$ cat config.mk
export PLATFORM = sky130hd
export DESIGN_NAME = gray_step_decoder
export DESIGN_NICKNAME = d
export VERILOG_FILES = /design/src/rtl/gray_step_decoder.sv
export SDC_FILE = /design/constraint.sdc
export NUM_CORES = 1
export LEC_CHECK = 0
export ABC_AREA = 1
export CORE_MARGIN = 4
export CORE_UTILIZATION = 50
export CTS_CLUSTER_SIZE = 24
export DETAILED_ROUTE_END_ITERATION = 8
export PLACE_DENSITY = 0.81
export SYNTH_ARGS = -nofsm -noshare
export SYNTH_HDL_FRONTEND = slang
export SYNTH_SLANG_ARGS = --single-unit
$ cat constraint.sdc
create_clock -name clk -period 4.7 [get_ports clk]
set_input_delay 0.94 -clock clk [delete_from_list [all_inputs] [get_ports clk]]
set_output_delay 0.94 -clock clk [all_outputs]
set_load 0.1 [all_outputs]
$ cat src/rtl/gray_step_decoder.sv
// Two-stage Gray-to-binary decoder that classifies each decoded sample as step up, step down or skip.
// Latency 2 cycles from g_valid to bin_valid; one sample per cycle, never stalls.
module gray_step_decoder #(
   parameter int WIDTH = 4,
   parameter int POSW  = 16
) (
   input  logic             clk,
   input  logic             rst_n,
   input  logic             clear,
   input  logic             g_valid,
   input  logic [WIDTH-1:0] g_in,
   output logic             bin_valid,
   output logic [WIDTH-1:0] bin_out,
   output logic             step_up,
   output logic             step_down,
   output logic             skip_err,
   output logic [POSW-1:0]  pos,
   output logic [7:0]       err_cnt
);

   typedef enum logic {EMPTY, TRACK} state_t;

   localparam logic [WIDTH-1:0] D_UP    = WIDTH'(1);
   localparam logic [WIDTH-1:0] D_DOWN  = '1;
   localparam logic [POSW-1:0]  POS_MAX = {1'b0, {(POSW-1){1'b1}}};
   localparam logic [POSW-1:0]  POS_MIN = {1'b1, {(POSW-1){1'b0}}};

   state_t           state_q;
   logic [WIDTH-1:0] g_q;
   logic             v1_q;
   logic [WIDTH-1:0] bin_q;
   logic [WIDTH-1:0] bin_d;
   logic [WIDTH-1:0] diff_d;
   logic             bin_valid_q;
   logic             step_up_q;
   logic             step_down_q;
   logic             skip_err_q;
   logic [POSW-1:0]  pos_q;
   logic [7:0]       err_q;

   // bin_q doubles as the previous sample: it only changes on a decode.
   always_comb begin
      bin_d = '0;
      for (int i = 0; i < WIDTH; i++) begin
         bin_d[i] = ^(g_q >> i);
      end
      diff_d = bin_d - bin_q;
   end

   always_ff @(posedge clk) begin
      if (!rst_n) begin
         g_q         <= '0;
         v1_q        <= 1'b0;
         bin_q       <= '0;
         bin_valid_q <= 1'b0;
         step_up_q   <= 1'b0;
         step_down_q <= 1'b0;
         skip_err_q  <= 1'b0;
         pos_q       <= '0;
         err_q       <= '0;
         state_q     <= EMPTY;
      end else if (clear) begin
         v1_q        <= 1'b0;
         bin_valid_q <= 1'b0;
         step_up_q   <= 1'b0;
         step_down_q <= 1'b0;
         skip_err_q  <= 1'b0;
         pos_q       <= '0;
         err_q       <= '0;
         state_q     <= EMPTY;
      end else begin
         v1_q <= g_valid;
         if (g_valid) begin
            g_q <= g_in;
         end
         bin_valid_q <= v1_q;
         step_up_q   <= 1'b0;
         step_down_q <= 1'b0;
         skip_err_q  <= 1'b0;
         if (v1_q) begin
            bin_q <= bin_d;
            case (state_q)
               EMPTY: begin
                  state_q <= TRACK;
               end
               TRACK: begin
                  if (diff_d == D_UP) begin
                     step_up_q <= 1'b1;
                     if (pos_q != POS_MAX) pos_q <= pos_q + POSW'(1);
                  end else if (diff_d == D_DOWN) begin
                     step_down_q <= 1'b1;
                     if (pos_q != POS_MIN) pos_q <= pos_q - POSW'(1);
                  end else if (diff_d != '0) begin
                     skip_err_q <= 1'b1;
                     if (err_q != 8'hFF) err_q <= err_q + 8'd1;
                  end
               end
               default: state_q <= EMPTY;
            endcase
         end
      end
   end

   assign bin_valid = bin_valid_q;
   assign bin_out   = bin_q;
   assign step_up   = step_up_q;
   assign step_down = step_down_q;
   assign skip_err  = skip_err_q;
   assign pos       = pos_q;
   assign err_cnt   = err_q;

endmodule

# --- After elaboration in Yosys (flattened, before gate mapping) ---
# Index checks and enable logic that the tools add are counted.
word_totals:
  register_bits: 38
  inputBits: 8
  out_inout_bits: 32
  elab_cells: 48
op_classes:
  n_addsub: 4
  n_eq_ne: 6
  muxes: 7
  bitwise_logic: 6
  n_reduce_logical: 15
ops:
  columns: ["operator", "count"]
  rows:
  - ["$mux W16", 4]
  - ["$add A16 B1 Y16 const B", 1]
  - ["$ne A16 B15 Y1 const B", 1]
  - ["$ne A16 B16 Y1 const B", 1]
  - ["$reduce_xor A4 Y1", 4]
  - ["$sub A16 B1 Y16 const B", 1]
  - ["$add A8 B1 Y8 const B", 1]
  - ["$ne A8 B8 Y1 const B", 1]
  - ["$not A1 Y1", 6]
  - ["$reduce_and A6 Y1", 1]
  - ["$reduce_or A6 Y1", 1]
  - ["$reduce_and A5 Y1", 1]
  - ["$reduce_or A5 Y1", 1]
  - ["$eq A4 B1 Y1 const B", 1]
  - ["$eq A4 B4 Y1 const B", 1]
  - ["$reduce_and A2 Y1", 2]
  - ["$reduce_bool A2 Y1", 2]
  - ["$reduce_bool A4 Y1", 1]
  - ["$reduce_or A4 Y1", 1]
  - ["$sub A4 B4 Y4", 1]
  - ["$mux W1", 3]
  - ["$ne A2 B1 Y1 const B", 1]
  - ["$reduce_or A2 Y1", 1]

# --- Longest topological paths before layout ---
# Gate-level depths: netlist of run 1.
depth:
  word_depth: 5
  depth_mapped: 28
  mapped_depth_nobuf: 28

# --- Worst setup path after synthesis of run 1 ---
# OpenSTA, ideal clock, no wires.
synth_path:
  path_type: "reg2reg"
  from: "register g_q[3]"
  to: "register pos_q[15] (netlist: pos[15])"
  setup_time_ns: 0.132
  t_arrival_ns: 3.677
  required_ns: 4.568
  slack_ns: 0.890
  path_stages_with_launch: 23
  cell_sequence: "dfxtp_1 > inv_2 > nand2_1 > nand2_1 > xnor2_1 > xor2_1 > inv_1 > ha_1 > fa_1 > inv_1 > nor2_1 > nand3_2 > ha_1 > a21oi_1 > o21ai_0 > a21oi_1 > nor2_1 > nor2_1 > inv_1 > nand2_1 > nand2_1 > nand2_1 > a21oi_1"
synth_via:
  elab_chain_len: 5
  word_cells_on_any_way: 12
  cone_classes: "add/sub (1); eq/ne (3); mux (1); reduce/logical (7)"
synth_rtl:
  columns: ["element", "line_no", "text"]
  rows:
  - ["start: declaration", "29", "logic [WIDTH-1:0] g_q;"]
  - ["start signal: assignment", "74", "g_q <= g_in;"]
  - ["$reduce_xor A4 Y1", "45", "bin_d[i] = ^(g_q >> i);"]
  - ["$sub A4 B4 Y4 *", "47", "diff_d = bin_d - bin_q;"]
  - ["$eq A4 B1 Y1 / $eq A4 B4 Y1 (equally long branches)", "87, 90", null]
  - ["$ne A2 B1 Y1 (no line) / $reduce_bool A2 Y1 (equally long branches)", null, null]
  - ["$reduce_and A5 Y1 (no line)", null, null]
  - ["end signal: assignment", "89", "if (pos_q != POS_MAX) pos_q <= pos_q + POSW'(1);"]
  - ["end signal: assignment", "92", "if (pos_q != POS_MIN) pos_q <= pos_q - POSW'(1);"]
  - ["end: declaration", "38", "logic [POSW-1:0] pos_q;"]
# Mark *: on every way between the ends. The rest lies on a longest branch, timed or not.
# A chain may end at the register's enable or synchronous reset.

# --- Worst setup path after layout of run 1 ---
layout_path:
  from: "register g_q[3]"
  to: "register pos_q[12] (netlist: pos[12])"
# The elaborated chain is that of the path after synthesis.

==> impl_metrics.env, run 1 <==
export IMPL_final_util_pct=64.0
export IMPL_synth_ff_latch_count=38
export IMPL_grt_overflow=0
export IMPL_synth_edf_count=0
export IMPL_vdd_ir_drop_worst_uv=180
export IMPL_grt_pass1_wl_um=9860
export IMPL_synthTopCellsByArea="dfxtp_1 30%, nand2_1 12%, nor2_1 9.6%"
export IMPL_worstPathCellList="inv_2 -> nand2_1 -> nand2_1 -> xnor2_1 -> xor2_1 -> inv_1 -> ha_1 -> fa_1 -> inv_1 -> nor2_1 -> nand3_2 -> ha_1 -> inv_1 -> o31ai_1 -> nand4_1 -> nand3_1 -> xnor2_1 -> nand2_1 -> nand2_1 -> nor2_1"
export IMPL_insertion_delay_ns=0.29
export IMPL_fin_crit_ns=4.15
export IMPL_coreArea_um2=4790
export IMPL_seq_power_share_pct=40.1
export IMPL_r2r_start="g_q[3]"
export IMPL_arrival_ns=4.33
export IMPL_timing_hold_ws_ns=0.479
export IMPL_drive_above_1_share_pct=4.84
export IMPL_hpwl_um=4300
export IMPL_initial_core_util_pct=52.2
export IMPL_grt_pass1_vias=2208
export IMPL_synth_cells=369
export IMPL_p_comb_share_pct=27.2
export IMPL_synth_top_family_by_area="simple AND/OR/NAND/NOR gates"
export IMPL_grt_use_total_pct=19.5
export IMPL_p_clk_share_pct=32.7
export IMPL_cts_sinks=38
export IMPL_path_clk_slew_ns=0.07
export IMPL_synth_area_per_cell_um2=6.77
export IMPL_start_kind="register"
export IMPL_hold_viol=0
export IMPL_p_sw_mw=0.259
export IMPL_rows=25
export IMPL_gp_congestion=0.863
export IMPL_switching_share_pct=31.5
export IMPL_clk_path_buf_depth=2
export IMPL_crit_start="g_q[3]"
export IMPL_ys_seq_area_share_pct=30.5
export IMPL_fp_dieH_um=78.7
export IMPL_worstPathRequired_ns=4.88
export IMPL_slowest_delay_ns=0.54
export IMPL_setup_violations=0
export IMPL_synth_mux_area_share_pct=0
export IMPL_status="completed"
export IMPL_via_per_inst=5.09
export IMPL_synth_top_cell_by_area="dfxtp_1"
export IMPL_worstSetupEndpointType="register"
export IMPL_clk_root_buffer_cell="clkbuf_8"
export IMPL_synth_distinct_cells=33
export IMPL_synth_flop_cell="dfxtp_1"
export IMPL_fin_cells=480
export IMPL_synth_xor_area_share_pct=7.01
export IMPL_hold_class="reg2reg"
export IMPL_cts_tree="built"
export IMPL_die_w_um=78.7
export IMPL_wl_um=5650
export IMPL_diodes=0
export IMPL_num_vias=2443
export IMPL_synthArstFlopShare_pct=0
export IMPL_timing_final_crit_share_pct=88.3
export IMPL_io_buffers=39
export IMPL_drc=0
export IMPL_cp_common_cell="nand2_1"
export IMPL_maxCapViolCount=0
export IMPL_p_int_mw=0.563
export IMPL_drt_initial_drc_count=134
export IMPL_slew_viol_final=0
export IMPL_fin_tns_setup_ns=0
export IMPL_htreeDepth=2
export IMPL_finClkSkew_ns=0.00729
export IMPL_synth_simple_area_share_pct=32.5
export IMPL_fmax_ghz=0.241
export IMPL_numCtsBuffers=5
export IMPL_power_leakage_nw=1.35
export IMPL_synth_fa_ha_area_share_pct=10.1
export IMPL_netlist_area_um2=2500
export IMPL_critPathKind="reg2reg"
export IMPL_ios=40
export IMPL_tightestPinTransition_ns=0.995
export IMPL_ant_nets=0
export IMPL_synth_top_cell_area_share_pct=30.5
export IMPL_relSlewSlack_pct=33.5
export IMPL_total_power_mw=0.822
export IMPL_syn_to_final_growth_pct=22.6
export IMPL_drtPass1Iterations=4
export IMPL_antenna_found_initial=0
export IMPL_post_drt_wl_per_cell_um=11.8
export IMPL_nets=439
export IMPL_grt_max_degree=21
export IMPL_cp_max_fo=10
export IMPL_die_area_um2=6190
export IMPL_rrSetupSlack_ns=0.55
export IMPL_slowest_stage="o31ai_1"
export IMPL_yosysWarnings=0
export IMPL_rsz0062_at_grt="false"
export IMPL_dp_cells=472
export IMPL_power_density_nw_per_um2=268
export IMPL_synth_compound_area_share_pct=12.4
export IMPL_syn_num_nets=396
export IMPL_min_from="v1_q"
-- path summary, 6_finish.rpt --
kind / to / depth (start not counted)
max: pos[12] / 20
min: bin_valid / 2
max reg2reg: pos[12] / 20
min reg2reg: bin_valid / 2
-- cell type report --
class	count	area (um^2)
Timing Repair Buffer	41	405
Clock inverter	1	30.0
Fill cell	443	1720
Tap cell	67	83.8
Sequential cell	38	761
Multi-Input combinational cell	284	1550
Clock buffer	7	76.3
Inverter	42	158
-- metal layers --
layer / global-route usage [%] / wire (um) / vias up
met1: 25.8 / 2830 / 1095
met2: 31.6 / 2550 / 48
met4: 6.64 / 68 / 0
met3: 3.67 / 202 / 5
met5: 0 / 0 / -
li1: - / - / 1295
-- worst max-delay path, delay by kind of cell (launching register included) --
kind            cells  cell delay (ns)
fa+ha+maj           3             1.19
simple gates        9             1.05
xor+xnor            3             0.61
compound gates      1             0.54
flops               1             0.39
buf+inv             4             0.26
-- metrics by stage --
step / cell area, um^2 / setup slack [ns]
floorplan: 2500 / 0.890
global placement: 2960 / 0.636
detailed placement: 2960 / 0.538
CTS: 3060 / 0.524
global route: 3060 / 0.0936
finish: 3060 / 0.552
-- logic make-up (layout without fill, tap and decap cells) --
group	Yosys count	in the layout
adder cells (fa/ha/maj)	19	19
XOR/XNOR	20	20
buffers and inverters	47	91
AO/OA/AOI/OAI	58	58
flip-flops	38	38
AND/OR/NAND/NOR	187	187
-- power by group through the flow --
stage | registers, mW | clock network, mW | logic [mW]
global route | 0.330 | 0.291 | 0.258
finish | 0.329 | 0.269 | 0.224
floorplan | 0.347 | 0 | 0.166
global placement | 0.337 | 0 | 0.218
CTS | 0.329 | 0.278 | 0.222
detailed placement | 0.337 | 0 | 0.220
-- synthesized netlist by cell type (2+ instances only) --
| master | number |
|---|---|
| nor4_1 | 2 |
| nor3b_1 | 2 |
| inv_2 | 4 |
| nand2_1 | 80 |
| nand4_1 | 10 |
| dfxtp_1 | 38 |
| o21ai_0 | 14 |
| ha_1 | 17 |
| a21oi_1 | 27 |
| fa_1 | 2 |
| nand3b_1 | 3 |
| xnor2_1 | 10 |
| nand3_2 | 3 |
| nand3_1 | 16 |
| xor2_1 | 10 |
| nand2_2 | 3 |
| nor2_1 | 64 |
| o21bai_1 | 2 |
| o21ai_1 | 10 |
| clkbuf_1 | 2 |
| inv_1 | 38 |
-- sequential cells by signal, summed over array words and instances (netlist names) --
register   cells
bin_valid      1
g_q            4
bin_out        4
err_cnt        8
state_q        1
skip_err       1
step_up        1
v1_q           1
pos           16
step_down      1
-- layout by cell type (no fill, tap or decap), types with 3 or more instances in the layout --
master           synthesis  final
nand2_1                 80     80
nor2_1                  64     64
clkdlybuf4s50_1          0     39
inv_1                   38     38
dfxtp_1                 38     38
a21oi_1                 27     27
ha_1                    17     17
nand3_1                 16     16
o21ai_0                 14     13
o21ai_1                 10     11
xnor2_1                 10     10
xor2_1                  10     10
nand4_1                 10     10
clkbuf_8                 0      5
inv_2                    4      4
nand3_2                  3      3
nand3b_1                 3      3
nand2_2                  3      3
-- repair_timing --
item / CTS / global route
hold buffers: 0 / 0
gates resized for setup: 0 / 1
endpoints found under the setup margin: 0 / 2
setup buffers: 0 / 0
No activity file was read; power rests on OpenSTA's default activity.
==> run 2, diff against run 1 <==
--- a/config.mk
+++ b/config.mk
@@ -7,10 +7,10 @@
 export LEC_CHECK = 0
 export ABC_AREA = 1
 export CORE_MARGIN = 4
-export CORE_UTILIZATION = 50
+export CORE_UTILIZATION = 54
 export CTS_CLUSTER_SIZE = 24
 export DETAILED_ROUTE_END_ITERATION = 8
-export PLACE_DENSITY = 0.81
+export PLACE_DENSITY = 0.86
 export SYNTH_ARGS = -nofsm -noshare
 export SYNTH_HDL_FRONTEND = slang
 export SYNTH_SLANG_ARGS = --single-unit
==> impl_metrics.env, run 2 (synthesized netlist as in run 1, its figures left out) <==
export IMPL_grt_pass1_vias=2400
export IMPL_drt_initial_drc_count=101
export IMPL_fp_dieH_um=76.0
export IMPL_clk_root_buffer_cell="clkbuf_8"
export IMPL_grt_use_total_pct=21.5
export IMPL_post_cts_setup_buffers=0
export IMPL_timing_final_crit_share_pct=88.4
export IMPL_r2r_start="g_q[3]"
export IMPL_largest_reg_flops=16
export IMPL_ios=40
export IMPL_hold_class="reg2reg"
export IMPL_grt_pass1_wl_um=10600
export IMPL_slowest_stage="fa_1"
export IMPL_io_buffers=39
export IMPL_cts_sinks=38
export IMPL_p_sw_mw=0.286
export IMPL_crit_start="g_q[3]"
export IMPL_multiInputGateArea_um2=1560
export IMPL_drive_above_1_share_pct=5.34
export IMPL_coreArea_um2=4410
export IMPL_dp_cells=456
export IMPL_setup_violations=0
export IMPL_fin_tns_setup_ns=0
export IMPL_syn_to_final_growth_pct=23.6
export IMPL_hpwl_um=4370
export IMPL_total_power_mw=0.917
export IMPL_drtPass1Iterations=5
export IMPL_hold_viol=0
export IMPL_finClkSkew_ns=0.0104
export IMPL_critPathKind="reg2reg"
export IMPL_seq_power_share_pct=36.0
export IMPL_grt_max_degree=21
export IMPL_insertion_delay_ns=0.31
export IMPL_final_seq_area_um2=761
export IMPL_fill_cells=378
export IMPL_htreeDepth=2
export IMPL_fin_cells=464
export IMPL_cts_tree="built"
export IMPL_post_drt_wl_per_cell_um=13.3
export IMPL_cp_common_cell="nand2_1"
export IMPL_drc=0
export IMPL_die_w_um=76.0
export IMPL_tightestPinTransition_ns=0.978
export IMPL_vdd_ir_drop_worst_uv=230
export IMPL_mostFrequentLayoutCell="nand2_1"
export IMPL_min_from="g_q[0]"
export IMPL_status="completed"
export IMPL_fmax_ghz=0.241
export IMPL_maxCapViolCount=0
export IMPL_postCtsHoldBufs=0
export IMPL_switching_share_pct=31.2
export IMPL_fin_crit_ns=4.16
export IMPL_slowest_delay_ns=0.53
export IMPL_via_per_inst=5.45
export IMPL_antenna_found_initial=0
export IMPL_rsz0062_at_grt="false"
export IMPL_numCtsBuffers=5
export IMPL_ant_nets=0
export IMPL_worstPathCellList="inv_2 -> nand2_1 -> nand2_1 -> xnor2_2 -> xor2_1 -> inv_1 -> ha_1 -> fa_1 -> inv_1 -> nor2_1 -> nand3_4 -> ha_1 -> inv_1 -> o31ai_1 -> nand4_1 -> nand3_1 -> xnor2_1 -> nand2_1 -> nand2_1 -> nor2_1"
export IMPL_num_vias=2529
export IMPL_diodes=0
export IMPL_start_kind="register"
export IMPL_wl_um=6150
export IMPL_relSlewSlack_pct=34.6
export IMPL_rows=24
export IMPL_worstSetupEndpointType="register"
export IMPL_mostFrequentLayoutCells="80 x nand2_1, 64 x nor2_1, 39 x clkdlybuf4s50_1, 38 x inv_1, 38 x dfxtp_1"
export IMPL_path_clk_slew_ns=0.08
export IMPL_arrival_ns=4.36
export IMPL_worstPathRequired_ns=4.90
export IMPL_cp_max_fo=18
export IMPL_slew_viol_final=0
export IMPL_die_area_um2=5780
export IMPL_p_int_mw=0.631
export IMPL_gp_congestion=0.888
export IMPL_p_clk_share_pct=38.6
export IMPL_initial_core_util_pct=56.6
export IMPL_clk_path_buf_depth=2
export IMPL_power_leakage_nw=1.37
export IMPL_p_comb_share_pct=25.4
export IMPL_power_density_nw_per_um2=297
export IMPL_grt_overflow=0
export IMPL_nets=438
[run 2: final cells by class]
class                           instances  area share (%)
Clock buffer                            6            2.68
Tap cell                               52            2.11
Sequential cell                        38            24.6
Multi-Input combinational cell        284            50.6
Clock inverter                          2            1.95
Timing Repair Buffer                   40            12.9
Inverter                               42            5.11
[run 2: path summary, 6_finish.rpt]
check	endpoint	slack [ns]	cells past startpoint
worst min-delay path	g_q[0]	0.48	2
worst max-delay path	pos[12]	0.54	20
worst max register to register	pos[12]	0.54	20
worst min register to register	g_q[0]	0.48	2
[run 2: repair_timing]
action | CTS | global route
gates resized for setup | 0 | 3
setup endpoints to repair | 0 | 10
hold endpoints to repair | 0 | 0
[run 2: critical path: cells and delay by family, from the launching register on]
family                   cells  cell delay (ns)
XOR/XNOR                     3             0.57
buffers and inverters        4             0.26
adder cells (fa/ha/maj)      3             1.20
flip-flops                   1             0.40
AND/OR/NAND/NOR              9             1.16
AO/OA/AOI/OAI                1             0.45
[run 2: metal layers]
metal	part of all wire [%]	global-route usage [%]
met1	42	27.2
met2	49	34.2
met3	6.1	4.85
met4	2.2	10.7
met5	0	0
[run 2: power groups by stage]
| stage | clock network, mW | logic (mW) | registers, mW |
|---|---|---|---|
| CTS | 0.356 | 0.225 | 0.330 |
| floorplan | 0 | 0.166 | 0.347 |
| global route | 0.371 | 0.262 | 0.331 |
| finish | 0.354 | 0.233 | 0.330 |
| global placement | 0 | 0.215 | 0.337 |
| detailed placement | 0 | 0.220 | 0.337 |
[run 2: per-stage QoR]
step / hold WS, ns / area [um^2] / utilization (%) / setup WS [ns]
after floorplan: 0.444 / 2500 / - / 0.890
after global placement: 0.464 / 2930 / 66.4 / 0.557
after detailed placement: 0.463 / 2930 / 66.4 / 0.384
after CTS: 0.481 / 3070 / 69.6 / 0.282
after global routing: 0.501 / 3090 / 69.9 / 0.0508
final: 0.479 / 3090 / 69.9 / 0.544
